===== src/rtl/map_row_writer.sv =====
// ---------------------------------------------------------------------------
// map_row_writer
//
// Producer side of the map-block array. Procedurally generates map rows ahead
// of the ball and writes them, one block per valid/ready handshake, into the
// map store. The store is a ring of ROWS rows and is kept filled up to
// LOOKAHEAD rows ahead of the ball's current row. Each generated row carries a
// continuous, walkable safe column that moves by at most one column per row,
// so every row is passable.
//
// Ports:
//   clk       in   1   system clock
//   rst       in   1   asynchronous, active-low reset
//   start     in   1   one-cycle pulse; begins generation from row 0 (IDLE only)
//   ball_row  in  16   absolute row index currently under the ball
//   wr_en     out  1   write request valid
//   wr_x      out  3   column index of the block being written
//   wr_y      out 11   ring row index of the block being written
//   wr_data   out  3   block state: 0 empty, 1 normal, 2 bounce
//   wr_ready  in   1   map store accepts the write this cycle
//   head_row  out 16   absolute index of the next row to generate
//   busy      out  1   high while in PLAN, WRITE or ADVANCE
//
// A transfer happens on a rising edge with wr_en=1 and wr_ready=1. The LFSR
// only advances on a transfer or in ADVANCE, so the generated map does not
// depend on how the store stalls the writer.
// ---------------------------------------------------------------------------
module map_row_writer #(
    parameter int          COLS       = 5,
    parameter int          ROWS       = 2048,
    parameter int          LOOKAHEAD  = 32,
    parameter int          INIT_SAFE  = 8,
    parameter int          GAP_THRESH = 4,
    parameter logic [15:0] SEED       = 16'hACE1
) (
    input  logic        clk,
    input  logic        rst,
    input  logic        start,
    input  logic [15:0] ball_row,
    output logic        wr_en,
    output logic [2:0]  wr_x,
    output logic [10:0] wr_y,
    output logic [2:0]  wr_data,
    input  logic        wr_ready,
    output logic [15:0] head_row,
    output logic        busy
);

    // Sized copies of the parameters so every comparison is width-matched.
    localparam logic [2:0]  LAST_COL   = 3'(COLS - 1);
    localparam logic [2:0]  SAFE_START = 3'(COLS / 2);
    localparam logic [10:0] ROW_MASK   = 11'(ROWS - 1);
    localparam logic [15:0] LOOK_W     = 16'(LOOKAHEAD);
    localparam logic [15:0] INIT_W     = 16'(INIT_SAFE);
    localparam logic [4:0]  GAP_W      = 5'(GAP_THRESH);
    localparam logic [15:0] LFSR_TAPS  = 16'hB400;
    // An all-zero Galois LFSR would lock up, so a zero seed is replaced.
    localparam logic [15:0] SEED_EFF   = (SEED == 16'h0000) ? 16'h0001 : SEED;

    typedef enum logic [2:0] {
        ST_IDLE    = 3'd0,
        ST_WAIT    = 3'd1,
        ST_PLAN    = 3'd2,
        ST_WRITE   = 3'd3,
        ST_ADVANCE = 3'd4
    } state_t;

    state_t      state_r;
    logic [15:0] lfsr_r;
    logic [2:0]  safe_col_r;

    logic        init_row_s;
    logic [15:0] lfsr_next_s;
    logic [2:0]  plan_safe_s;
    logic [15:0] head_inc_s;
    logic        need_now_s;
    logic        need_next_s;
    logic [2:0]  next_x_s;

    // One step of the 16-bit Galois LFSR: shift right, fold taps on a 1 out.
    function automatic logic [15:0] lfsr_step_f(input logic [15:0] s);
        logic [15:0] n;
        n = {1'b0, s[15:1]};
        if (s[0]) begin
            n = n ^ LFSR_TAPS;
        end else begin
            n = n;
        end
        return n;
    endfunction

    // Fill request: head is fewer than LOOKAHEAD rows ahead of the ball, or
    // the ball has overtaken the head (negative 16-bit distance).
    function automatic logic need_f(input logic [15:0] head,
                                    input logic [15:0] ball);
        logic [15:0] diff;
        diff = head - ball;
        return diff[15] | (diff < LOOK_W);
    endfunction

    // Random walk of the safe column, clamped to the row.
    function automatic logic [2:0] step_safe_f(input logic [2:0] col,
                                               input logic [1:0] sel);
        logic [2:0] n;
        n = col;
        case (sel)
            2'b00: begin
                if (col != 3'd0) begin
                    n = col - 3'd1;
                end else begin
                    n = col;
                end
            end
            2'b01: begin
                if (col < LAST_COL) begin
                    n = col + 3'd1;
                end else begin
                    n = col;
                end
            end
            default: n = col;
        endcase
        return n;
    endfunction

    // Block state of one cell. The safe column and the opening rows are
    // always solid; other cells are decided by the low LFSR nibble.
    function automatic logic [2:0] cell_f(input logic [2:0] x,
                                          input logic [2:0] safe,
                                          input logic       init_row,
                                          input logic [3:0] nib);
        logic [2:0] d;
        if (init_row || (x == safe)) begin
            d = 3'd1;
        end else if ({1'b0, nib} < GAP_W) begin
            d = 3'd0;
        end else if (nib == 4'hF) begin
            d = 3'd2;
        end else begin
            d = 3'd1;
        end
        return d;
    endfunction

    // Per-cycle decisions derived from the registered state and ball_row.
    always_comb begin
        init_row_s  = (head_row < INIT_W);
        lfsr_next_s = lfsr_step_f(lfsr_r);
        if (init_row_s) begin
            plan_safe_s = safe_col_r;
        end else begin
            plan_safe_s = step_safe_f(safe_col_r, lfsr_r[1:0]);
        end
        head_inc_s  = head_row + 16'd1;
        need_now_s  = need_f(head_row, ball_row);
        // ADVANCE decides on the row index it is about to move to.
        need_next_s = need_f(head_inc_s, ball_row);
        next_x_s    = wr_x + 3'd1;
    end

    // Generator state machine; every output is a register.
    always_ff @(posedge clk or negedge rst) begin
        if (!rst) begin
            state_r    <= ST_IDLE;
            lfsr_r     <= SEED_EFF;
            safe_col_r <= SAFE_START;
            wr_en      <= 1'b0;
            wr_x       <= 3'd0;
            wr_y       <= 11'd0;
            wr_data    <= 3'd0;
            head_row   <= 16'd0;
            busy       <= 1'b0;
        end else begin
            case (state_r)
                ST_IDLE: begin
                    if (start) begin
                        state_r    <= ST_PLAN;
                        busy       <= 1'b1;
                        head_row   <= 16'd0;
                        lfsr_r     <= SEED_EFF;
                        safe_col_r <= SAFE_START;
                    end else begin
                        state_r    <= ST_IDLE;
                    end
                end

                ST_WAIT: begin
                    if (need_now_s) begin
                        state_r <= ST_PLAN;
                        busy    <= 1'b1;
                    end else begin
                        state_r <= ST_WAIT;
                    end
                end

                // Fix the row's safe column and present its first cell. The
                // LFSR is not stepped here; cell 0 uses the current nibble.
                ST_PLAN: begin
                    safe_col_r <= plan_safe_s;
                    wr_x       <= 3'd0;
                    wr_y       <= head_row[10:0] & ROW_MASK;
                    wr_data    <= cell_f(3'd0, plan_safe_s, init_row_s,
                                         lfsr_r[3:0]);
                    wr_en      <= 1'b1;
                    state_r    <= ST_WRITE;
                end

                // Hold the presented cell until the store takes it, then
                // line up the next cell from the post-step LFSR value.
                ST_WRITE: begin
                    if (wr_ready) begin
                        lfsr_r <= lfsr_next_s;
                        if (wr_x == LAST_COL) begin
                            wr_en   <= 1'b0;
                            state_r <= ST_ADVANCE;
                        end else begin
                            wr_x    <= next_x_s;
                            wr_data <= cell_f(next_x_s, safe_col_r,
                                              init_row_s, lfsr_next_s[3:0]);
                        end
                    end else begin
                        state_r <= ST_WRITE;
                    end
                end

                // Extra LFSR step between rows decorrelates adjacent rows.
                ST_ADVANCE: begin
                    head_row <= head_inc_s;
                    lfsr_r   <= lfsr_next_s;
                    if (need_next_s) begin
                        state_r <= ST_PLAN;
                    end else begin
                        state_r <= ST_WAIT;
                        busy    <= 1'b0;
                    end
                end

                default: begin
                    state_r <= ST_IDLE;
                    wr_en   <= 1'b0;
                    busy    <= 1'b0;
                end
            endcase
        end
    end

endmodule


===== config.mk =====
export PLATFORM = sky130hd
export DESIGN_NAME = map_row_writer
export DESIGN_NICKNAME = d
export VERILOG_FILES = /design/src/rtl/map_row_writer.sv
export SDC_FILE = /design/constraint.sdc
export NUM_CORES = 1
export LEC_CHECK = 0
export BUFFER_PORTS_ARGS = -buffer_cell sky130_fd_sc_hd__buf_4
export CORE_ASPECT_RATIO = 1.1
export CORE_MARGIN = 2
export CORE_UTILIZATION = 60
export CTS_BUF_LIST = sky130_fd_sc_hd__clkbuf_8
export CTS_CLUSTER_SIZE = 14
export DETAILED_ROUTE_END_ITERATION = 8
export GPL_TIMING_DRIVEN = 0
export PLACE_DENSITY = 0.83
export SETUP_SLACK_MARGIN = 0.02
export SLEW_MARGIN = 20
export SYNTH_ARGS = -nofsm -noshare
export SYNTH_HDL_FRONTEND = slang
export SYNTH_SLANG_ARGS = --single-unit

===== constraint.sdc =====
create_clock -name clk -period 4.9 [get_ports clk]
set_input_delay 0.735 -clock clk [delete_from_list [all_inputs] [get_ports clk]]
set_output_delay 0.735 -clock clk [all_outputs]
set_load 0.05 [all_outputs]

==> Word level (Yosys, flattened, before mapping) <==
Index checks and enable logic that the tools add are counted.
{ "op_classes": {"n_addsub": 6, "order_cmp": 6, "n_eq_ne": 16, "muxes": 37, "bitwise": 5, "n_reduce_logical": 18} }
{ "op_table": {"columns": ["op", "count"], "rows": [
  ["$mux W16", 4],
  ["$pmux W16 S3", 1],
  ["$lt A16 B6 Y1 const B", 2],
  ["$pmux W16 S2", 1],
  ["$sub A16 B16 Y16", 2],
  ["$mux W3", 10],
  ["$pmux W3 S2", 4],
  ["$mux W2", 9],
  ["$add A16 B1 Y16 const B", 1],
  ["$lt A16 B4 Y1 const B", 1],
  ["$pmux W3 S5", 1],
  ["$ne A2 B2 Y1 const B", 6],
  ["$reduce_and A3 Y1", 3],
  ["$eq A4 B4 Y1 const B", 2],
  ["$lt A4 B3 Y1 const B", 2],
  ["$add A3 B1 Y3 const B", 2],
  ["$eq A3 B2 Y1 const B", 2],
  ["$eq A3 B3 Y1 const B", 2],
  ["$logic_not A3 Y1", 2],
  ["$reduce_bool A2 Y1", 3],
  ["$reduce_bool A3 Y1", 2],
  ["$mux W1", 5],
  ["$not A3 Y4", 1],
  ["$pmux W1 S4", 1],
  ["other kinds (15)", 19]
]} }
{ "totals": {"ff_bits": 57, "input_bits": 20, "output_inout_bits": 35, "elab_cells": 97} }

==> Longest topological paths before layout <==
Gate-level depths: netlist of the first run.
{ "depth": {"depth_word": 9, "ltp_mapped": 17} }

==> Worst setup path after synthesis of the first run <==
Ideal clock, no wire load.
{ "synth_path": {"path_kind": "register to register", "start": "register head_row[0]", "end": "register state_r[0]", "setup_time_ps": 121, "arrival_ps": 3859, "t_required_ps": 4779, "path_slack_ps": 920, "path_stages_with_launch": 18, "path_buffers": 0, "period_less_slack_ps": 3980, "path_cell_list": "dfrtp_1 ha_1 nand2_1 nor2_1 nand2_1 nor2_1 nand3_1 xnor2_1 ha_1 nand2b_1 a21oi_1 a311oi_1 o21ai_0 or4_1 a211oi_2 o2111a_1 nor2_1 a22o_1"} }
{ "synth_between": {"elab_chain_cells": 6} }
{ "synth_lines": {"columns": ["element", "line_no", "source"], "rows": [
  ["start, declared", "45", "output logic [15:0] head_row,"],
  ["start signal, assigned", "228", "head_row <= head_inc_s;"],
  ["$add A16 B1 Y16", "154", "head_inc_s = head_row + 16'd1;"],
  ["$sub A16 B16 Y16", "97", "diff = head - ball;"],
  ["$lt A16 B6 Y1", "98", "return diff[15] | (diff < LOOK_W);"],
  ["$or A1 B1 Y1", "98", null],
  ["$mux W2", "230", "if (need_next_s) begin"],
  ["$pmux W3 S5 (*)", "174", "case (state_r)"],
  ["end signal, assigned", "177", "state_r <= ST_PLAN;"],
  ["end signal, assigned", "231", "state_r <= ST_PLAN;"],
  ["end signal, assigned", "233", "state_r <= ST_WAIT;"],
  ["end, declared", "68", "state_t state_r;"]
]} }
Mark *: on every way between the ends. The rest lies on a longest branch, timed or not.
A chain may end at the register's enable or synchronous reset.

==> Worst setup path after layout of the first run <==
Ends and elaborated chain as after synthesis.

==> summary.txt, run 1 <==
Run status
  • Status: finished, final reports clean

Pwr
  • Combinational Power Share: 60.9%
  • Switch Pwr: 0.00139 W
  • Clock network fraction of total power: 9.7%
  • Flop pwr share: 29.4%
  • Final Power: 0.00277 W
  • P_leak: 2.27 nW
  • Net Sw Frac: 50.3%
  • Cell-internal power: 0.00137 W
  • Pwr/cell area: 585 mW/mm^2
  • Maximum vdd ir drop: 0.000463 V

STA
  • Slack of the critical path: 0.609 ns
  • Final Max Slew Viols: 0
  • Hold slack: 0.463 ns
  • Post-route minimum period: 4.29 ns
  • Clk_skew: 0.00484 ns
  • Count of final setup violators: 0
  • Worst slew margin: 48.8%
  • Unrepaired setup endpoints after global routing: false
  • Total negative setup slack: 0 ns
  • Fin crit share: 87.6%
  • Final hold vios: 0
  • Fmax: 0.233 GHz
  • Slew at the pin closest to its max-slew limit: 0.759 ns

Routing
  • Final WL: 9950 um
  • Vias per cell: 6.02
  • Pre-antenna DRT Iters: 5
  • Vias after detailed routing: 3,947
  • Routed Antenna Nets: 0
  • DRC violations left: 0
  • Starting DRC count in detailed routing: 281
  • DR WL/cell: 15.2 um

CTS
  • Post-CTS setup buffers: 0
  • Clock Tree Root: clkbuf_8
  • CTS Buf Count: 5
  • Clock-pin slew on the worst setup and hold paths: 0.10 ns
  • Worst-case clock buffer depth: 2
  • CTS tree: done
  • Hold buffers post-CTS: 0
  • PostCTS Resize Cnt: 0
  • H-tree depth reported by CTS: 2
  • Clock Latency Late Sink: 0.31 ns
  • Sink Count: 56

Die
  • # rows: 31
  • Io pins: 55
  • Die ar.: 0.00757 sq mm
  • Die height: 91.0 um
  • Initial Util: 62.3%
  • Core Area: 0.00663 sq mm
  • Die X-Extent: 83.1 um

Flow run
  • MaxCap Viol Count: 0

Synth
  • Area leader, netlist: dfrtp_1
  • Distinct cell type count after synthesis: 57
  • Post-synth EDFFs: 0
  • Synth Area per Inst: 8.06 sq um
  • Share of Yosys cell area claimed by the top area cell type: 28.5%
  • Sequential area share after synthesis: 34.2%
  • Syn nets: 567
  • Fraction of registers with async set/reset: 100%
  • Synth Register Bits: 56
  • Top cells by area, synth: dfrtp_1 (28%), ha_1 (10%), nand2_1 (7.8%)
  • Dominant synthesized flop cell: dfrtp_1
  • Synth warn: 0
  • Mapped Area: 0.00413 sq mm
  • Cells after Synth: 513

Place
  • Hpwl dp: 7680 um
  • Placed insts: 648
  • Setup WS pre-CTS: 0.692 ns
  • Gpl congestion: 0.946
  • Port Buffers: 53

Layout
  • Synthesis-to-layout area growth: 14.4%
  • Layout cells sized above 1: 14.8%
  • Post-Layout Cell Count: 656
  • NumNets Final: 627
  • # diodes: 0

Setup path
  • WP data required: 5.10 ns
  • Startpoint Class: flop
  • CP endpoint kind: flop
  • CP arrival: 4.49 ns
  • Crit path max fanout: 10
  • CP Class: flop to flop

GRT
  • First-pass GRT wire length: 17,300 um
  • Remaining Overflow, GRT: 0
  • Vias in the first global route: 3,760
  • GRT Total Usage: 27.3%
  • Initial antenna violation count: 0
  • Largest net degree at the start of global routing: 57

Min path
  • Hold WC Path Type: input port to asynchronous set/reset pin
area by class of cell:
class / instances / area (sq um)
Clock inverter: 2 / 13.8
Sequential cell: 56 / 1410
Timing Repair Buffer: 53 / 398
Tap cell: 82 / 103
Buffer: 23 / 97.6
Fill cell: 538 / 1900
Multi-Input combinational cell: 407 / 2520
Clock buffer: 6 / 82.6
Inverter: 27 / 101
layout by cell type (no fill, tap or decap), drive strengths merged, types with 3 or more instances in the layout:
master  instances
dfstp           9
clkbuf         22
nand2b          3
nor3           17
nor4            6
a21oi          22
buf            60
mux2            3
o41ai           3
nand2          87
o21a            6
nor2           42
a21o            4
and2            6
nor2b           4
a22o           10
xor2           13
a211oi          4
nand4           6
o31ai           5
o22ai           4
dfrtp          47
nand3          16
o21ai          52
ha             34
o211ai          3
a31oi           5
xnor2          16
inv            28
and3            9
metrics by stage:
step	utilization, %	cell area (sq um)
after floorplan	-	4130
after global placement	69.9	4630
after detailed placement	69.9	4630
after CTS	71.3	4730
after global routing	71.3	4730
final	71.3	4730
critical path, stage by stage, from the launching register on:
cell and delay, ns:
dfrtp_1 0.53, ha_1 0.34, nand2_1 0.08, nor2_1 0.28
nand2_1 0.09, nor2_1 0.30, nand3_1 0.14, xnor2_1 0.24
ha_1 0.31, nand2b_1 0.12, a21oi_1 0.11, a311oi_1 0.27
o21ai_0 0.11, or4_1 0.54, a211oi_2 0.19, o2111a_1 0.24
nor2_1 0.08, a22o_1 0.22
registers in the layout (all words and copies together) (netlist names):
name	count
lfsr_r	16
wr_x	3
safe_col_r	3
busy	1
wr_data	2
wr_en	1
head_row	16
wr_y	11
state_r	3
cell families (layout without fill, tap and decap cells):
| group | Yosys count | count (layout) | synth area share, % |
|---|---|---|---|
| adders and majority gates | 34 | 34 | 10.3 |
| and+or+nand+nor | 203 | 203 | 22.2 |
| muxes | 5 | 5 | 1.30 |
| buffers and inverters | 50 | 111 | 4.81 |
| xor gates and xnor gates | 29 | 29 | 6.15 |
| DFF | 56 | 56 | 34.2 |
| AOI/OAI and AO/OA | 135 | 135 | 21.0 |
| other | 1 | 1 | 0.0907 |
power groups by stage:
stage | logic (W) | clock network, W | registers, W
floorplan | 0.000967 | 0 | 0.00108
global placement | 0.00161 | 0 | 0.000809
detailed placement | 0.00167 | 0 | 0.000817
CTS | 0.00168 | 0.000272 | 0.000811
global route | 0.00186 | 0.000293 | 0.000837
finish | 0.00168 | 0.000269 | 0.000814
cells in the mapped netlist, types with 2 or more instances:
master / number
a211oi_1: 2
a211oi_2: 2
a21o_1: 4
a21oi_1: 22
a22o_1: 10
a311oi_1: 2
a31oi_1: 5
and2_1: 6
and3_1: 9
buf_2: 6
clkbuf_1: 16
dfrtp_1: 47
dfstp_2: 9
ha_1: 34
inv_1: 27
mux2_2: 2
mux2i_1: 2
nand2_1: 86
nand2b_1: 3
nand3_1: 16
nand4_1: 6
nor2_1: 42
nor2b_1: 4
nor3_1: 16
nor4_1: 6
o211ai_1: 3
o21a_1: 6
o21ai_0: 47
o21ai_1: 5
o22ai_1: 4
o311ai_0: 2
o31a_1: 2
o31ai_1: 5
o41ai_1: 3
or2_2: 2
or4_1: 2
xnor2_1: 16
xor2_1: 13
metal layers:
| metal | wire length (um) | up-vias | part of all wire, % | global-route usage [%] |
|---|---|---|---|---|
| met1 | 4300 | 1877 | 43 | 35.4 |
| met4 | 176 | 0 | 1.8 | 8.33 |
| li1 | - | 1936 | - | - |
| met3 | 461 | 20 | 4.6 | 2.64 |
| met2 | 5010 | 114 | 50 | 48.2 |
| met5 | 0 | - | 0 | 0 |
final timing paths:
check | start | end | slack (ns) | depth (start not counted)
worst max-delay path | head_row[0] | state_r[0] | 0.61 | 17
max in group asynchronous | rst | head_row[14] | 3.98 | 1
worst max register to register | head_row[0] | state_r[0] | 0.61 | 17
min in group clk | lfsr_r[15] | lfsr_r[15] | 0.49 | 2
worst min-delay path | rst | wr_y[5] | 0.46 | 1
worst min register to register | lfsr_r[15] | lfsr_r[15] | 0.49 | 2
No activity file was read; power rests on OpenSTA's default activity.
==> inputs of run 2 (changes only) <==
Settings changed: BUFFER_PORTS_ARGS -buffer_cell sky130_fd_sc_hd__buf_4 to default, CORE_UTILIZATION 60 to 67, DONT_BUFFER_PORTS from default to 1, HOLD_SLACK_MARGIN from default to 0.02, RECOVER_POWER from default to 100.
==> summary.txt, run 2 (same netlist as run 1, synthesis figures left out) <==
Die
  • # rows: 30 (-3.2%)
  • Core Area: 0.00608 sq mm (-8.3%)
  • Io pins: 55 (unchanged)
  • Initial Util: 68.0% (+5.7 points)
  • Die height: 86.4 um (-5.1%)
  • Die ar.: 0.00681 sq mm (-10%)
  • Die X-Extent: 78.9 um (-5.1%)

Place
  • Hpwl dp: 6980 um (-9.2%)
  • Port Buffers: 0 (-100%)
  • Gpl congestion: 0.965 (+2.0%)
  • Placed insts: 593 (-8.5%)

GRT
  • Met3 usage: 4.79% (+2.2 points)
  • Remaining Overflow, GRT: 0 (unchanged)
  • Met2 Use GR: 48.9% (+0.69 points)
  • Vias in the first global route: 3,517 (-6.5%)
  • Top Usage Layer GRT: met2
  • Largest net degree at the start of global routing: 57 (unchanged)
  • GR Util met1: 35.1% (-0.24 points)
  • Initial antenna violation count: 0 (unchanged)
  • GRT Total Usage: 28.1% (+0.80 points)
  • First-pass GRT wire length: 15,500 um (-10%)

Layout
  • Commonest cells after routing, fill and taps aside: nand2_1 (87), o21ai_0 (49), dfrtp_1 (44)
  • Layout cells sized above 1: 6.14% (-8.7 points)
  • NumNets Final: 574 (-8.5%)
  • Commonest non-fill, non-tap cell in the layout: nand2_1
  • Post-Layout Cell Count: 601 (-8.4%)
  • Synthesis-to-layout area growth: 5.03%
  • Biggest regs: head_row (16), lfsr_r (16), wr_y (11)
  • # diodes: 0 (unchanged)

Pwr
  • Combinational Power Share: 45.6% (-15 points)
  • Net Sw Frac: 50.8% (+0.46 points)
  • Final Power: 0.00261 W (-5.5%)
  • Switch Pwr: 0.00133 W (-4.7%)
  • Clock network fraction of total power: 11.4% (+1.7 points)
  • Cell-internal power: 0.00129 W (-6.4%)
  • Maximum vdd ir drop: 0.000422 V (-8.8%)
  • P_leak: 2.01 nW (-11%)
  • Pwr/cell area: 602 mW/mm^2 (+2.9%)
  • Flop pwr share: 43.0% (+14 points)

Routing
  • Starting DRC count in detailed routing: 187 (-33%)
  • Vias per cell: 6.11 (+1.6%)
  • Final WL: 9250 um (-7.1%)
  • Vias after detailed routing: 3,674 (-6.9%)
  • DR WL/cell: 15.4 um (+1.4%)
  • Pre-antenna DRT Iters: 4 (-1)
  • Routed Antenna Nets: 0 (unchanged)
  • DRC violations left: 0 (unchanged)

Setup path
  • Critical path's slowest cell: dfrtp_1
  • CP endpoint kind: flop
  • WP buf/inv: 1 (+1)
  • CP Depth: 17 (unchanged)
  • Worst r2r src: head_row[4]
  • CP Class: flop to flop
  • Crit path max fanout: 7 (-3)
  • Worst R2R Path Depth: 17 (unchanged)
  • Critical Path Max Stage Delay: 0.69 ns (+0.15 ns)
  • Startpoint Class: flop
  • Cell family with most CP delay: simple AND/OR/NAND/NOR gates
  • Critical path, cell by cell: buf_2, nand3_1, nor2_1, nand2_1, nor2_1, nand3_1, xnor2_1, ha_1, nand2b_1, a21oi_1, a311oi_1, o21ai_0, or4_1, a211oi_2, o2111a_1, nor2_1, a22o_1
  • CP arrival: 4.67 ns (+0.18 ns)
  • CP Launch Point: head_row[4]
  • WP data required: 5.11 ns (about the same)
  • Crit path top cell by count: nor2_1

STA
  • Fmax: 0.224 GHz (-3.8%)
  • Unrepaired setup endpoints after global routing: false
  • Total negative setup slack: 0 ns (unchanged)
  • Count of final setup violators: 0 (unchanged)
  • Worst slew margin: 32.5% (-16 points)
  • Clk_skew: 0.0138 ns (+0.00900 ns)
  • Slew at the pin closest to its max-slew limit: 1.00 ns (+0.243 ns)
  • Final Max Slew Viols: 0 (unchanged)
  • Post-route minimum period: 4.46 ns (+0.168 ns)
  • Final hold vios: 0 (unchanged)
  • Fin crit share: 91.0% (+3.4 points)

CTS
  • Clock Latency Late Sink: 0.31 ns (about the same)
  • Post-CTS setup buffers: 0 (unchanged)
  • Sink Count: 56 (unchanged)
  • H-tree depth reported by CTS: 2 (unchanged)
  • CTS tree: done
  • CTS Buf Count: 5 (unchanged)
  • Clock Tree Root: clkbuf_8
  • Clock-pin slew on the worst setup and hold paths: 0.10 ns (about the same)
  • Worst-case clock buffer depth: 2 (unchanged)

Flow run
  • MaxCap Viol Count: 0 (unchanged)

Min path
  • Hold WC Path Type: input port to asynchronous set/reset pin

Run status
  • Status: finished, final reports clean
-- run 2: cell count changes in the layout (fill, tap and decap cells not counted), moves of 2 or more --
cell / change
o21ai_1: -2
dfrtp_2: +3
buf_4: -53
dfrtp_1: -3
o21ai_0: +2
-- run 2: layer usage --
metal,wire (um),part of all wire (%)
met5,0,0
met4,167,1.8
met3,429,4.6
met2,4590,50
met1,4050,44
-- run 2: cell type report --
type | instances | area, sq um
plain buffers | 23 | 97.6
clock buffers | 5 | 68.8
clock inverters | 3 | 42.5
fillers | 499 | 1740
inverters | 27 | 101
multi-input cells | 407 | 2510
flip-flops and latches | 56 | 1420
well taps | 80 | 100
-- run 2: power groups by stage --
stage          Sequential, W  Combinational, W  Clock (W)
2_1_floorplan        0.00108          0.000967          0
3_3_place_gp         0.00113           0.00114          0
3_5_place_dp         0.00113           0.00118          0
4_1_cts              0.00112           0.00119   0.000307
5_1_grt              0.00115           0.00136   0.000320
6_report             0.00112           0.00119   0.000298
-- run 2: metrics by stage --
stage	cell area, sq um	utilization (%)	worst slack, ns	hold slack [ns]
2_1_floorplan	4130	-	0.920	0.439
5_1_grt	4340	71.4	0.0516	0.0871
4_1_cts	4340	71.4	0.277	0.0977
3_3_place_gp	4230	69.6	0.376	0.441
3_5_place_dp	4230	69.6	0.311	0.442
6_report	4340	71.4	0.440	0.107
-- run 2: worst paths after layout --
path	to	slack, ns
worst max-delay path	state_r[0]	0.44
worst min-delay path	wr_y[1]	0.11
worst max register to register	state_r[0]	0.44
worst min register to register	lfsr_r[15]	0.48
max in group asynchronous	lfsr_r[11]	4.57
min in group clk	lfsr_r[15]	0.48
-- run 2: what timing repair did --
item | 4_1_cts | 5_1_grt
setup endpoints to repair | 0 | 3
resized for setup | 0 | 3
hold buffers | 0 | 0
-- run 2: worst register-to-register path, stage by stage (launching register included) --
cell and delay, ns:
dfrtp_1 0.69, buf_2 0.29, nand3_1 0.09, nor2_1 0.31, nand2_1 0.09, nor2_1 0.35, nand3_1 0.16, xnor2_1 0.27
ha_1 0.32, nand2b_1 0.12, a21oi_1 0.08, a311oi_1 0.23, o21ai_0 0.11, or4_1 0.53, a211oi_2 0.17, o2111a_1 0.24
nor2_1 0.08, a22o_1 0.23
==> inputs of run 3 (changes only) <==
Settings changed: MAX_ROUTING_LAYER from default to met4.
==> summary.txt, run 3 (same netlist as run 1, synthesis figures left out) <==
Run status
  • Status: finished, final reports clean

Setup path
  • CP Class: flop to flop
  • Worst r2r src: head_row[3]
  • WP data required: 5.10 ns (about the same)
  • Startpoint Class: flop
  • CP arrival: 4.71 ns (+0.04 ns)
  • FF-to-FF End: state_r[0]
  • Crit path max fanout: 9 (+2)
  • CP endpoint kind: flop
  • Internal reg-to-reg setup slack: 0.40 ns (-0.04 ns)
  • Worst R2R Path Depth: 17 (unchanged)

CTS
  • Hold buffers post-CTS: 0 (unchanged)
  • H-tree depth reported by CTS: 2 (unchanged)
  • PostCTS Resize Cnt: 0 (unchanged)
  • Sink Count: 56 (unchanged)
  • CTS Buf Count: 5 (unchanged)
  • CTS tree: done
  • Clock Tree Root: clkbuf_8
  • Clock-pin slew on the worst setup and hold paths: 0.10 ns (about the same)
  • Worst-case clock buffer depth: 2 (unchanged)
  • Clock Latency Late Sink: 0.31 ns (about the same)
  • Post-CTS setup buffers: 0 (unchanged)

STA
  • Final Max Slew Viols: 0 (unchanged)
  • Worst slew margin: 33.3% (+0.78 points)
  • Slew at the pin closest to its max-slew limit: 0.990 ns (-0.0116 ns)
  • Unrepaired setup endpoints after global routing: false
  • Hold slack: 0.103 ns (-0.00348 ns)
  • Count of final setup violators: 0 (unchanged)
  • Clk_skew: 0.0159 ns (+0.00208 ns)
  • Post-route minimum period: 4.50 ns (+0.0418 ns)
  • Total negative setup slack: 0 ns (unchanged)
  • Final hold vios: 0 (unchanged)
  • Fin crit share: 91.9% (+0.85 points)
  • Fmax: 0.222 GHz (-0.93%)
  • Slack of the critical path: 0.399 ns (-0.0418 ns)

GRT
  • GRT Total Usage: 29.0% (+0.91 points)
  • Initial antenna violation count: 0 (unchanged)
  • Vias in the first global route: 3,514 (-0.085%)
  • First-pass GRT wire length: 15,600 um (+0.14%)
  • Largest net degree at the start of global routing: 57 (unchanged)
  • Remaining Overflow, GRT: 0 (unchanged)

Die
  • Io pins: 55 (unchanged)
  • # rows: 30 (unchanged)
  • Die height: 86.4 um (unchanged)
  • Die X-Extent: 78.9 um (unchanged)
  • Die ar.: 0.00681 sq mm (unchanged)
  • Initial Util: 68.0% (unchanged)
  • Core Area: 0.00608 sq mm (unchanged)

Routing
  • Vias after detailed routing: 3,708 (+0.93%)
  • Starting DRC count in detailed routing: 186 (-0.53%)
  • DRC violations left: 0 (unchanged)
  • Routed Antenna Nets: 0 (unchanged)
  • Pre-antenna DRT Iters: 5 (+1)
  • Final WL: 9250 um (about the same)
  • Vias per cell: 6.17 (+0.93%)
  • DR WL/cell: 15.4 um (about the same)

Layout
  • # fillers: 499 (unchanged)
  • # diodes: 0 (unchanged)
  • NumNets Final: 574 (unchanged)
  • Commonest cells after routing, fill and taps aside: nand2_1 (87), o21ai_0 (49), dfrtp_1 (45)
  • Commonest non-fill, non-tap cell in the layout: nand2_1
  • Post-Layout Cell Count: 601 (unchanged)
  • Synthesis-to-layout area growth: 5.00% (about the same)
  • Biggest regs: head_row (16), lfsr_r (16), wr_y (11)
  • Layout cells sized above 1: 5.95% (-0.19 points)

Flow run
  • MaxCap Viol Count: 0 (unchanged)

Min path
  • Hold WC Path Type: input port to asynchronous set/reset pin

Pwr
  • P_leak: 2.01 nW (about the same)
  • Pwr/cell area: 602 mW/mm^2 (about the same)
  • Maximum vdd ir drop: 0.000421 V (-0.34%)

Place
  • Hpwl dp: 6980 um (unchanged)
  • Gpl congestion: 0.983 (+1.9%)
  • Setup WS pre-CTS: 0.311 ns (unchanged)
  • Placed insts: 593 (unchanged)
  • Port Buffers: 0 (unchanged)
## run 3: cell counts in the layout (fill, tap and decap cells not counted)
No cell type changed its count.
## run 3: report_power, final
group          switching (W)  internal (W)
Combinational       0.000707      0.000482
Clock               0.000149      0.000152
Sequential          0.000472      0.000651
Total                0.00133       0.00128
## run 3: metrics by stage
stage               area [sq um]  power (W)  utilization, %
finish                      4340    0.00261            71.4
CTS                         4340    0.00261            71.4
detailed placement          4230    0.00231            69.6
floorplan                   4130    0.00205               -
global route                4340    0.00282            71.4
global placement            4230    0.00226            69.6
## run 3: worst max path at each step
stage / slack, ns / startpoint / cells after the start / end
floorplan: 0.92 / head_row[0] / 17 / state_r[0]
global placement: 0.38 / head_row[0] / 17 / state_r[0]
detailed placement: 0.31 / head_row[0] / 17 / state_r[0]
CTS: 0.28 / head_row[0] / 17 / state_r[0]
global route: 0.02 / head_row[3] / 17 / state_r[0]
finish: 0.40 / head_row[3] / 17 / state_r[0]
## run 3: critical path, cell delays in order, from the launching register on
cell and delay (ns):
dfrtp_1 0.68, buf_2 0.31, nand3_1 0.10, nor2_1 0.31, nand2_1 0.09, nor2_1 0.34, nand3_1 0.16, xnor2_1 0.28
ha_1 0.32, nand2b_1 0.11, a21oi_1 0.08, a311oi_1 0.23, o21ai_0 0.11, or4_1 0.53, a211oi_2 0.17, o2111a_1 0.25
nor2_1 0.08, a22o_1 0.23
## run 3: final cells by class
cell class / count / area (sq um) / share of cell area [%]
plain buffers: 23 / 97.6 / 2.25
clock buffers: 5 / 68.8 / 1.59
clock inverters: 3 / 42.5 / 0.980
inverters: 27 / 101 / 2.34
multi-input cells: 407 / 2510 / 57.9
flip-flops and latches: 56 / 1420 / 32.6
well taps: 80 / 100 / 2.31
## run 3: routing by layer
| metal | up-vias | global-route usage, % | share of wire [%] |
|---|---|---|---|
| met3 | 17 | 4.90 | 5.5 |
| li1 | 1825 | - | - |
| met5 | - | - | 0 |
| met4 | 0 | 10.7 | 1.8 |
| met2 | 131 | 48.7 | 50 |
| met1 | 1735 | 35.4 | 43 |
